### src/rtl/fp_pkg.sv
// Shared widths and FSM state encoding for the floating-point align/add datapath.
package fp_pkg;

    localparam int EXP_WIDTH_DEF      = 8;
    localparam int MANTISSA_WIDTH_DEF = 23;

    typedef enum logic [1:0] {
        ST_IDLE  = 2'd0,
        ST_ALIGN = 2'd1,
        ST_ADD   = 2'd2
    } state_t;

endpackage

### src/rtl/operand_swap.sv
// Orders two packed operands by {exponent, fraction} magnitude and expands mantissas with the hidden bit.
module operand_swap
    import fp_pkg::*;
#(
    parameter int EXP_WIDTH      = EXP_WIDTH_DEF,
    parameter int MANTISSA_WIDTH = MANTISSA_WIDTH_DEF
) (
    input  logic [EXP_WIDTH+MANTISSA_WIDTH:0] i_a,
    input  logic [EXP_WIDTH+MANTISSA_WIDTH:0] i_b,
    input  logic                              i_sub,
    output logic                              o_sign_l,
    output logic                              o_sign_s,
    output logic [EXP_WIDTH-1:0]              o_exp_l,
    output logic [EXP_WIDTH-1:0]              o_exp_s,
    output logic [MANTISSA_WIDTH:0]           o_man_l,
    output logic [MANTISSA_WIDTH:0]           o_man_s
);

    localparam int MSB = EXP_WIDTH + MANTISSA_WIDTH;

    logic                      w_sign_b;
    logic                      w_swap;
    logic [EXP_WIDTH-1:0]      w_exp_a;
    logic [EXP_WIDTH-1:0]      w_exp_b;
    logic [MANTISSA_WIDTH:0]   w_man_a;
    logic [MANTISSA_WIDTH:0]   w_man_b;

    // Exponent sits directly above the fraction, so the low MSB bits compare as one magnitude.
    assign w_swap   = i_b[MSB-1:0] > i_a[MSB-1:0];
    assign w_sign_b = i_b[MSB] ^ i_sub;
    assign w_exp_a  = i_a[MSB-1:MANTISSA_WIDTH];
    assign w_exp_b  = i_b[MSB-1:MANTISSA_WIDTH];
    assign w_man_a  = {|w_exp_a, i_a[MANTISSA_WIDTH-1:0]};
    assign w_man_b  = {|w_exp_b, i_b[MANTISSA_WIDTH-1:0]};

    assign o_sign_l = w_swap ? w_sign_b : i_a[MSB];
    assign o_sign_s = w_swap ? i_a[MSB] : w_sign_b;
    assign o_exp_l  = w_swap ? w_exp_b  : w_exp_a;
    assign o_exp_s  = w_swap ? w_exp_a  : w_exp_b;
    assign o_man_l  = w_swap ? w_man_b  : w_man_a;
    assign o_man_s  = w_swap ? w_man_a  : w_man_b;

endmodule

### src/rtl/align_adder.sv
// Aligns the smaller operand's mantissa and adds/subtracts, producing an unnormalized result.
// Macro ALIGN_FAST_SHIFT_EN selects a single-cycle barrel shift instead of one bit per cycle.
module align_adder
    import fp_pkg::*;
#(
    parameter int EXP_WIDTH      = EXP_WIDTH_DEF,
    parameter int MANTISSA_WIDTH = MANTISSA_WIDTH_DEF
) (
    input  logic                              clk_in,
    input  logic                              rst_n_in,
    input  logic                              start_in,
    input  logic [EXP_WIDTH+MANTISSA_WIDTH:0] a_in,
    input  logic [EXP_WIDTH+MANTISSA_WIDTH:0] b_in,
    input  logic                              sub_in,
    output logic                              busy_out,
    output logic                              done_out,
    output logic                              sign_out,
    output logic [EXP_WIDTH-1:0]              expoent_out,
    output logic [MANTISSA_WIDTH+1:0]         result_out
);

    localparam int MW = MANTISSA_WIDTH + 1;
    localparam int RW = MANTISSA_WIDTH + 2;
    localparam int CW = $clog2(RW) + 1;

    logic                 w_sign_l;
    logic                 w_sign_s;
    logic [EXP_WIDTH-1:0] w_exp_l;
    logic [EXP_WIDTH-1:0] w_exp_s;
    logic [MW-1:0]        w_man_l;
    logic [MW-1:0]        w_man_s;
    logic [EXP_WIDTH-1:0] w_d;
    logic [CW-1:0]        w_k;
    logic [RW-1:0]        w_sum;

    state_t               r_state;
    logic [CW-1:0]        r_cnt;
    logic                 r_sign_l;
    logic                 r_sign_s;
    logic [EXP_WIDTH-1:0] r_exp_l;
    logic [MW-1:0]        r_man_l;
    logic [MW-1:0]        r_man_s;
    logic                 r_busy;
    logic                 r_done;
    logic                 r_sign;
    logic [EXP_WIDTH-1:0] r_exp;
    logic [RW-1:0]        r_result;

    operand_swap #(
        .EXP_WIDTH      (EXP_WIDTH),
        .MANTISSA_WIDTH (MANTISSA_WIDTH)
    ) u_swap (
        .i_a      (a_in),
        .i_b      (b_in),
        .i_sub    (sub_in),
        .o_sign_l (w_sign_l),
        .o_sign_s (w_sign_s),
        .o_exp_l  (w_exp_l),
        .o_exp_s  (w_exp_s),
        .o_man_l  (w_man_l),
        .o_man_s  (w_man_s)
    );

    assign w_d = w_exp_l - w_exp_s;

`ifdef ALIGN_FAST_SHIFT_EN
    logic [EXP_WIDTH-1:0] r_d;
    assign w_k = (w_d != '0) ? CW'(1) : '0;
`else
    logic                 r_big;
    logic                 w_big;
    // Shifts of RW or more clear every bit, so they collapse into one zeroing cycle.
    assign w_big = (int'(w_d) >= RW);
    assign w_k   = (w_d == '0) ? '0 : (w_big ? CW'(1) : CW'(w_d));
`endif

    always_comb begin
        w_sum = '0;
        if (r_sign_l == r_sign_s) begin
            w_sum = {1'b0, r_man_l} + {1'b0, r_man_s};
        end else begin
            w_sum = {1'b0, r_man_l} - {1'b0, r_man_s};
        end
    end

    always_ff @(posedge clk_in or negedge rst_n_in) begin
        if (!rst_n_in) begin
            r_state  <= ST_IDLE;
            r_cnt    <= '0;
            r_sign_l <= 1'b0;
            r_sign_s <= 1'b0;
            r_exp_l  <= '0;
            r_man_l  <= '0;
            r_man_s  <= '0;
            r_busy   <= 1'b0;
            r_done   <= 1'b0;
            r_sign   <= 1'b0;
            r_exp    <= '0;
            r_result <= '0;
`ifdef ALIGN_FAST_SHIFT_EN
            r_d      <= '0;
`else
            r_big    <= 1'b0;
`endif
        end else begin
            r_done <= 1'b0;
            case (r_state)
                ST_IDLE: begin
                    if (start_in) begin
                        r_sign_l <= w_sign_l;
                        r_sign_s <= w_sign_s;
                        r_exp_l  <= w_exp_l;
                        r_man_l  <= w_man_l;
                        r_man_s  <= w_man_s;
                        r_cnt    <= w_k;
                        r_busy   <= 1'b1;
`ifdef ALIGN_FAST_SHIFT_EN
                        r_d      <= w_d;
`else
                        r_big    <= w_big;
`endif
                        r_state  <= (w_k == '0) ? ST_ADD : ST_ALIGN;
                    end
                end
                ST_ALIGN: begin
`ifdef ALIGN_FAST_SHIFT_EN
                    r_man_s <= r_man_s >> r_d;
`else
                    r_man_s <= r_big ? '0 : (r_man_s >> 1);
`endif
                    r_cnt <= r_cnt - CW'(1);
                    if (r_cnt == CW'(1)) begin
                        r_state <= ST_ADD;
                    end
                end
                ST_ADD: begin
                    r_result <= w_sum;
                    r_exp    <= r_exp_l;
                    r_sign   <= (w_sum == '0) ? 1'b0 : r_sign_l;
                    r_done   <= 1'b1;
                    r_busy   <= 1'b0;
                    r_state  <= ST_IDLE;
                end
                default: r_state <= ST_IDLE;
            endcase
        end
    end

    assign busy_out    = r_busy;
    assign done_out    = r_done;
    assign sign_out    = r_sign;
    assign expoent_out = r_exp;
    assign result_out  = r_result;

endmodule

### config.mk
export PLATFORM = sky130hd
export DESIGN_NAME = align_adder
export DESIGN_NICKNAME = d
export VERILOG_FILES = /design/src/rtl/fp_pkg.sv /design/src/rtl/operand_swap.sv /design/src/rtl/align_adder.sv
export SDC_FILE = /design/constraint.sdc
export NUM_CORES = 1
export LEC_CHECK = 0
export BUFFER_PORTS_ARGS = -buffer_cell sky130_fd_sc_hd__buf_2
export CAP_MARGIN = 20
export CORE_ASPECT_RATIO = 1.1
export CORE_MARGIN = 2
export CORE_UTILIZATION = 45
export CTS_BUF_LIST = sky130_fd_sc_hd__clkbuf_16
export DETAILED_ROUTE_END_ITERATION = 8
export PLACE_DENSITY = 0.63
export SYNTH_ARGS = -nofsm -noshare
export SYNTH_HDL_FRONTEND = slang
export SYNTH_HIERARCHICAL = 1
export SYNTH_SLANG_ARGS = --single-unit
### constraint.sdc
create_clock -name clk_in -period 9.8 [get_ports clk_in]
set_input_delay 0.49 -clock clk_in [delete_from_list [all_inputs] [get_ports clk_in]]
set_output_delay 0.49 -clock clk_in [all_outputs]
set_load 0.05 [all_outputs]
Word-level counts from Yosys, hierarchy flattened

Cells that the tools add are included.

Bits in registers: 103
Latch bits: 0
RAM bits: 0
Bits in read-only memories: 0
Bits of input ports: 68
Output and inout port bits: 36
Word-level logic and storage cells: 60
Memories kept: 0

Add/subtract/negate cells: 4
$mul: 0
Div/mod/pow operators: 0
Order comparisons: 2
Eq/ne operators: 6
Shift-type cells: 0
Mux-type cells: 22
Bitwise gates (word level): 1
Reductions and logical operators: 12

Operators by type and width:

| cell                                                                  | number |
|---|---|
| 24-bit 2-to-1 mux                                                     | 3 |
| 24-bit case mux with 2 select lines                                   | 1 |
| 31-bit greater-than comparator                                        | 1 |
| 24-bit by 24-bit adder with 25-bit output                             | 1 |
| 25-bit zero test                                                      | 1 |
| 25-bit 2-to-1 mux                                                     | 1 |
| 24-bit by 24-bit subtractor with 25-bit output                        | 1 |
| 23-bit 2-to-1 mux                                                     | 1 |
| 6-bit 2-to-1 mux                                                      | 3 |
| 8-bit 2-to-1 mux                                                      | 2 |
| 8-bit OR reduction                                                    | 2 |
| 6-bit case mux with 2 select lines                                    | 1 |
| 8-bit by 5-bit >= comparator with 1-bit output, second input constant | 1 |
| 8-bit zero test                                                       | 1 |
| 2-bit AND reduction                                                   | 4 |
| 8-bit subtractor                                                      | 1 |
| 6-bit by 1-bit == test with 1-bit output, second input constant       | 1 |
| 6-bit zero test                                                       | 1 |
| 2-bit 2-to-1 mux                                                      | 3 |
| 6-bit by 1-bit subtractor with 6-bit output, second input constant    | 1 |
| 1-bit 2-to-1 mux                                                      | 5 |
| 2-bit inequality test, second input constant                          | 2 |
| 2-bit case mux with 2 select lines                                    | 1 |
| 2-bit nonzero test                                                    | 2 |
| other kinds (6)                                                       | 6 |

Logic depth before layout (Yosys ltp)

Depth after elaboration: 10
Gate-level depth with buffers: 22
Gate-level depth less buffers: 21

Hierarchy

Netlist, hierarchy kept.

By module, submodules not included:

| module       | instances | cells an instance | area each (µm²) | seq. area each (µm²) |
|---|---|---|---|---|
| align_adder  | 1         | 676               | 6520.0          | 2577.5 |
| operand_swap | 1         | 196               | 1800.5          | 0.0 |

Worst setup path after synthesis

No wires, ideal clock.

Path kind: input to register
From: input port a_in[10]
To: register r_state[1]
Library setup time: 0.094 ns
Arrival: 4.087 ns
Data required time: 9.706 ns
Setup slack: 5.619 ns
Cell stages on the path: 18
Path buffers: 1
Cells stage by stage: inv_1 > ha_1 > a21oi_1 > o21ai_0 > a221oi_1 > nand4_1 > nand3_2 > buf_2 > mux2_2 > ha_1 > nor2b_1 > o21ai_1 > a21boi_0 > o21a_1 > or4_1 > a211oi_2 > nand4_1 > a211oi_1

Cells in the longest elaborated chain, start to end: 10
Elaborated cells on any way between the ends: 12
Those cells by class: 1 x add/sub; 2 x order compare; 7 x mux; 2 x reduce/logical

Ends and longest elaborated chain:

| what                                           | RTL line           | RTL |
|---|---|---|
| start, declared                                | align_adder.sv:12  | `input logic [EXP_WIDTH+MANTISSA_WIDTH:0] a_in,` |
| 31-bit greater-than comparator *               | operand_swap.sv:29 | `assign w_swap = i_b[MSB-1:0] > i_a[MSB-1:0];` |
| 8-bit 2-to-1 mux *                             | operand_swap.sv:38 | `assign o_exp_l = w_swap ? w_exp_b : w_exp_a;` |
| net w_exp_l[1]                                 | align_adder.sv:28  | `logic [EXP_WIDTH-1:0] w_exp_l;` |
| 8-bit subtractor *                             | align_adder.sv:64  | `assign w_d = w_exp_l - w_exp_s;` |
| 8-bit by 5-bit >= comparator with 1-bit output | align_adder.sv:73  | `assign w_big = (int'(w_d) >= RW);` |
| 6-bit 2-to-1 mux                               | align_adder.sv:74  | `assign w_k = (w_d == '0) ? '0 : (w_big ? CW'(1) : CW'(w_d));` |
| 6-bit 2-to-1 mux *                             | align_adder.sv:74  |  |
| 6-bit zero test *                              | align_adder.sv:122 | `r_state <= (w_k == '0) ? ST_ADD : ST_ALIGN;` |
| 2-bit 2-to-1 mux *                             | align_adder.sv:122 |  |
| 2-bit 2-to-1 mux *                             | align_adder.sv:109 | `if (start_in) begin` |
| 2-bit case mux with 2 select lines *           | align_adder.sv:107 | `case (r_state)` |
| end signal, assigned                           | align_adder.sv:122 |  |
| end, declared                                  | align_adder.sv:36  | `state_t r_state;` |

The timed path passes the listed nets; every way through them passes the cells marked *. The select of a mux whose other input is x is not followed.
A chain may end at the register's enable or synchronous reset.

Final worst setup path

From: register r_man_s[4]
To: register r_sign (netlist: sign_out)

Cells in the longest elaborated chain, start to end: 4
Elaborated cells on any way between the ends: 5
Those cells by class: 2 x add/sub; 2 x mux; 1 x reduce/logical

Ends and longest elaborated chain:

| what                                                                                                               | RTL line                             | RTL |
|---|---|---|
| start, declared                                                                                                    | align_adder.sv:42                    | `logic [MW-1:0] r_man_s;` |
| start signal, assigned                                                                                             | align_adder.sv:114                   | `r_man_s <= w_man_s;` |
| start signal, assigned                                                                                             | align_adder.sv:129                   | `r_man_s <= r_big ? '0 : (r_man_s >> 1);` |
| 24-bit by 24-bit subtractor with 25-bit output / 24-bit by 24-bit adder with 25-bit output (equally long branches) | align_adder.sv:82, align_adder.sv:80 |  |
| 25-bit 2-to-1 mux *                                                                                                | align_adder.sv:79                    | `if (r_sign_l == r_sign_s) begin` |
| 25-bit zero test *                                                                                                 | align_adder.sv:139                   | `r_sign <= (w_sum == '0) ? 1'b0 : r_sign_l;` |
| 1-bit 2-to-1 mux *                                                                                                 | align_adder.sv:139                   |  |
| end signal, assigned                                                                                               | align_adder.sv:139                   |  |
| end, declared                                                                                                      | align_adder.sv:45                    | `logic r_sign;` |

Mark *: on every way between the ends. The rest lies on a longest branch, timed or not.

==> results.py <==
metrics = {
    "route": {
        "drt_pre_antenna_iters": 5,
        "drcViolationCount": 0,
        "route.antenna.remaining_nets": 0,
        "drt_iter0_drc": 330,
        "drt-wirelength-per-cell_um": 16.2,
        "route.final.wire_length_um": 19500,
        "routed-via-count": 6592,
        "detail_route.vias_per_cell": 5.47,
    },
    "clock_tree": {
        "cts.reportedPaths.clkPinSlew_ns": 0.07,
        "cts_made_buffers": 9,
        "cts_tree": "built",
        "cts_resized": 0,
        "cts.htree.levels": 3,
        "worstSkewPairLatency_ns": 0.36,
        "post_cts.repair.setup_buffers": 0,
        "tritoncts_num_sinks": 103,
        "clk_root_buffer_cell": "clkbuf_16",
        "cts.path.max_buffers": 2,
        "cts.hold.buffers_added": 0,
    },
    "final_layout": {
        "final_nets": 1099,
        "fillerInstances": 1726,
        "final_util_pct": 51.1,
        "synthesis_to_finish_area_growth_pct": 12.2,
        "final_layout_size_suffix_gt1_share_pct": 26.8,
    },
    "timing": {
        "fin_skew_ns": 0.0101,
        "rsz_0062_raised_after_global_routing": "no",
        "timing_worst_slew_pin_value_ns": 0.853,
        "final_hold_viol_count": 0,
        "setup-violations-final": 0,
        "fmaxAchievable_ghz": 0.213,
        "drv_slew": 0,
        "finalCritPeriodShare_pct": 48.0,
        "max_slew_margin_pct": 43.1,
        "tns_ns": 0,
        "fin_crit_period_ns": 4.70,
    },
    "critical_path": {
        "critical_path.endpoint_type": "flop",
        "crit_path_start_kind": "flop",
        "reg2reg_setup_slack_ns": 5.10,
        "criticalPathCategory": "flop to flop",
        "timing.critical_path.required_ns": 10.04,
        "critical_path_peak_fanout": 5,
        "cp_data_arrival_time_ns": 4.94,
    },
    "grt": {
        "sum_of_overflow_across_all_layers_after_global_routing": 0,
        "first_pass_grt_wire_length_um": 32200,
        "grt_max_degree": 67,
        "groute.usage.overall_pct": 20.6,
        "grt_antenna_before_repair": 2,
        "grt_pass1_vias": 6297,
    },
    "run": {
        "max_cap_violations": 0,
    },
    "placement": {
        "routability_cong": 0.853,
        "io_buffer_count": 103,
        "hpwl_um": 15000,
    },
    "die": {
        "die_area_um2": 19600,
        "rows": 52,
        "dieWidth_um": 134,
        "floorplan.io_pins": 104,
        "floorplan.initialDensity_pct": 45.5,
        "die_y_um": 147,
        "coreArea_um2": 18300,
    },
    "worst_hold_path": {
        "min-delay-path-class": "primary input to async pin",
    },
    "logic_synthesis": {
        "synth.area.top_cells": "dfrtp_1, ha_1, mux2_2",
        "synth-main-ff-cell": "dfrtp_1",
        "post_synthesis_mean_instance_area_um2": 9.54,
        "ys_ff_latch": 103,
        "synth_edf_count": 0,
        "yosysUniqueCellTypes": 72,
        "total_of_warnings_raised_by_yosys": 6,
        "synth_seq_area_share_pct": 31.0,
        "synth_top_cell_by_area": "dfrtp_1",
        "synth_cells": 872,
        "synth_fp_nets": 1014,
        "synth-async-reset-ratio_pct": 100,
        "yosysTopAreaCellShare_pct": 31.0,
        "mappedNetlistArea_um2": 8320,
    },
    "status": {
        "status": "finished, final reports clean",
    },
}
==> placed cells by master, fill, tap and decap left out, types with 26 or more instances in the layout <==
master,netlist,final
inv_1,59,60
nor2_1,26,26
mux2_2,74,74
buf_2,3,102
dfrtp_1,103,103
ha_1,72,72
o21ai_0,54,54
mux2_4,40,40
nand2_1,73,72
a21oi_1,70,70
==> sequential cells by signal, indices dropped and copies added (netlist names) <==
name         count
r_man_l         24
r_cnt            6
r_man_s         24
r_exp_l          8
r_sign_l         1
result_out      25
r_big            1
r_state          2
r_sign_s         1
done_out         1
busy_out         1
sign_out         1
expoent_out      8
==> cells by family after synthesis <==
kind of cell / synth area share, %
AOI/OAI and AO/OA: 16.1
xor gates and xnor gates: 4.95
adders and majority gates: 11.3
buffers and inverters: 5.14
DFF: 31.0
muxes: 17.7
and+or+nand+nor: 13.8
==> worst paths after layout <==
| check | to | startpoint | cells past startpoint |
|---|---|---|---|
| max | sign_out | r_man_s[4] | 17 |
| min | result_out[10] | rst_n_in | 1 |
| max reg2reg | sign_out | r_man_s[4] | 17 |
| min reg2reg | busy_out | busy_out | 1 |
| max in group asynchronous | r_man_s[22] | rst_n_in | 2 |
| min in group clk_in | busy_out | busy_out | 1 |
==> cell usage after synthesis, types with 20 or more instances <==
master	instances
dfrtp_1	103
mux2_2	74
nand2_1	73
ha_1	72
a21oi_1	70
inv_1	59
o21ai_0	54
mux2_4	40
nor2_1	26
nor3_1	24
xor2_1	24
xnor2_1	23
clkbuf_1	22
nor3b_1	20
==> through the flow <==
stage / cells / setup WS, ns / hold WS (ns) / area [um^2]
after floorplan: 872 / 5.62 / 0.194 / 8320
after global placement: 1189 / 5.06 / 0.457 / 9020
after detailed placement: 1189 / 4.96 / 0.463 / 9020
after CTS: 1205 / 5.11 / 0.118 / 9330
after global routing: 1205 / 4.63 / 0.138 / 9330
final: 1206 / 5.10 / 0.0957 / 9340
==> critical path, cell delays in order, from the launching register on <==
cell      delay, ns
dfrtp_1        0.46
nor4_1         0.37
nor2b_1        0.32
nand2_1        0.10
or2_2          0.31
nor3_1         0.46
nor2_1         0.12
xnor2_1        0.21
ha_1           0.28
a21o_1         0.18
a31o_1         0.23
a41o_1         0.29
nor3_1         0.19
a211o_1        0.14
a211oi_1       0.06
or4_1          0.52
nor4_1         0.27
nor2_1         0.07
==> metal layers <==
| layer | vias to the layer above | GRT usage [%] | share of wire (%) |
|---|---|---|---|
| met3 | 24 | 3.40 | 4.3 |
| li1 | 3328 | - | - |
| met5 | - | 0 | 0.036 |
| met2 | 146 | 32.7 | 45 |
| met1 | 3092 | 28.7 | 49 |
| met4 | 2 | 6.65 | 2.1 |
==> final cells by class <==
| type | instances | area, um^2 | share of cell area, % |
|---|---|---|---|
| sequential | 103 | 2580 | 27.6 |
| multi-input combinational | 672 | 5330 | 57.1 |
| tap | 243 | 304 | 3.26 |
| inverter | 60 | 225 | 2.41 |
| antenna | 1 | 2.50 | 0.0268 |
| clock buffer | 9 | 225 | 2.41 |
| timing repair buffer | 111 | 578 | 6.19 |
| clock inverter | 7 | 88.8 | 0.952 |
Power is not shown: default switching activity piles up to over one toggle a cycle in this logic, so the estimate is an artifact.
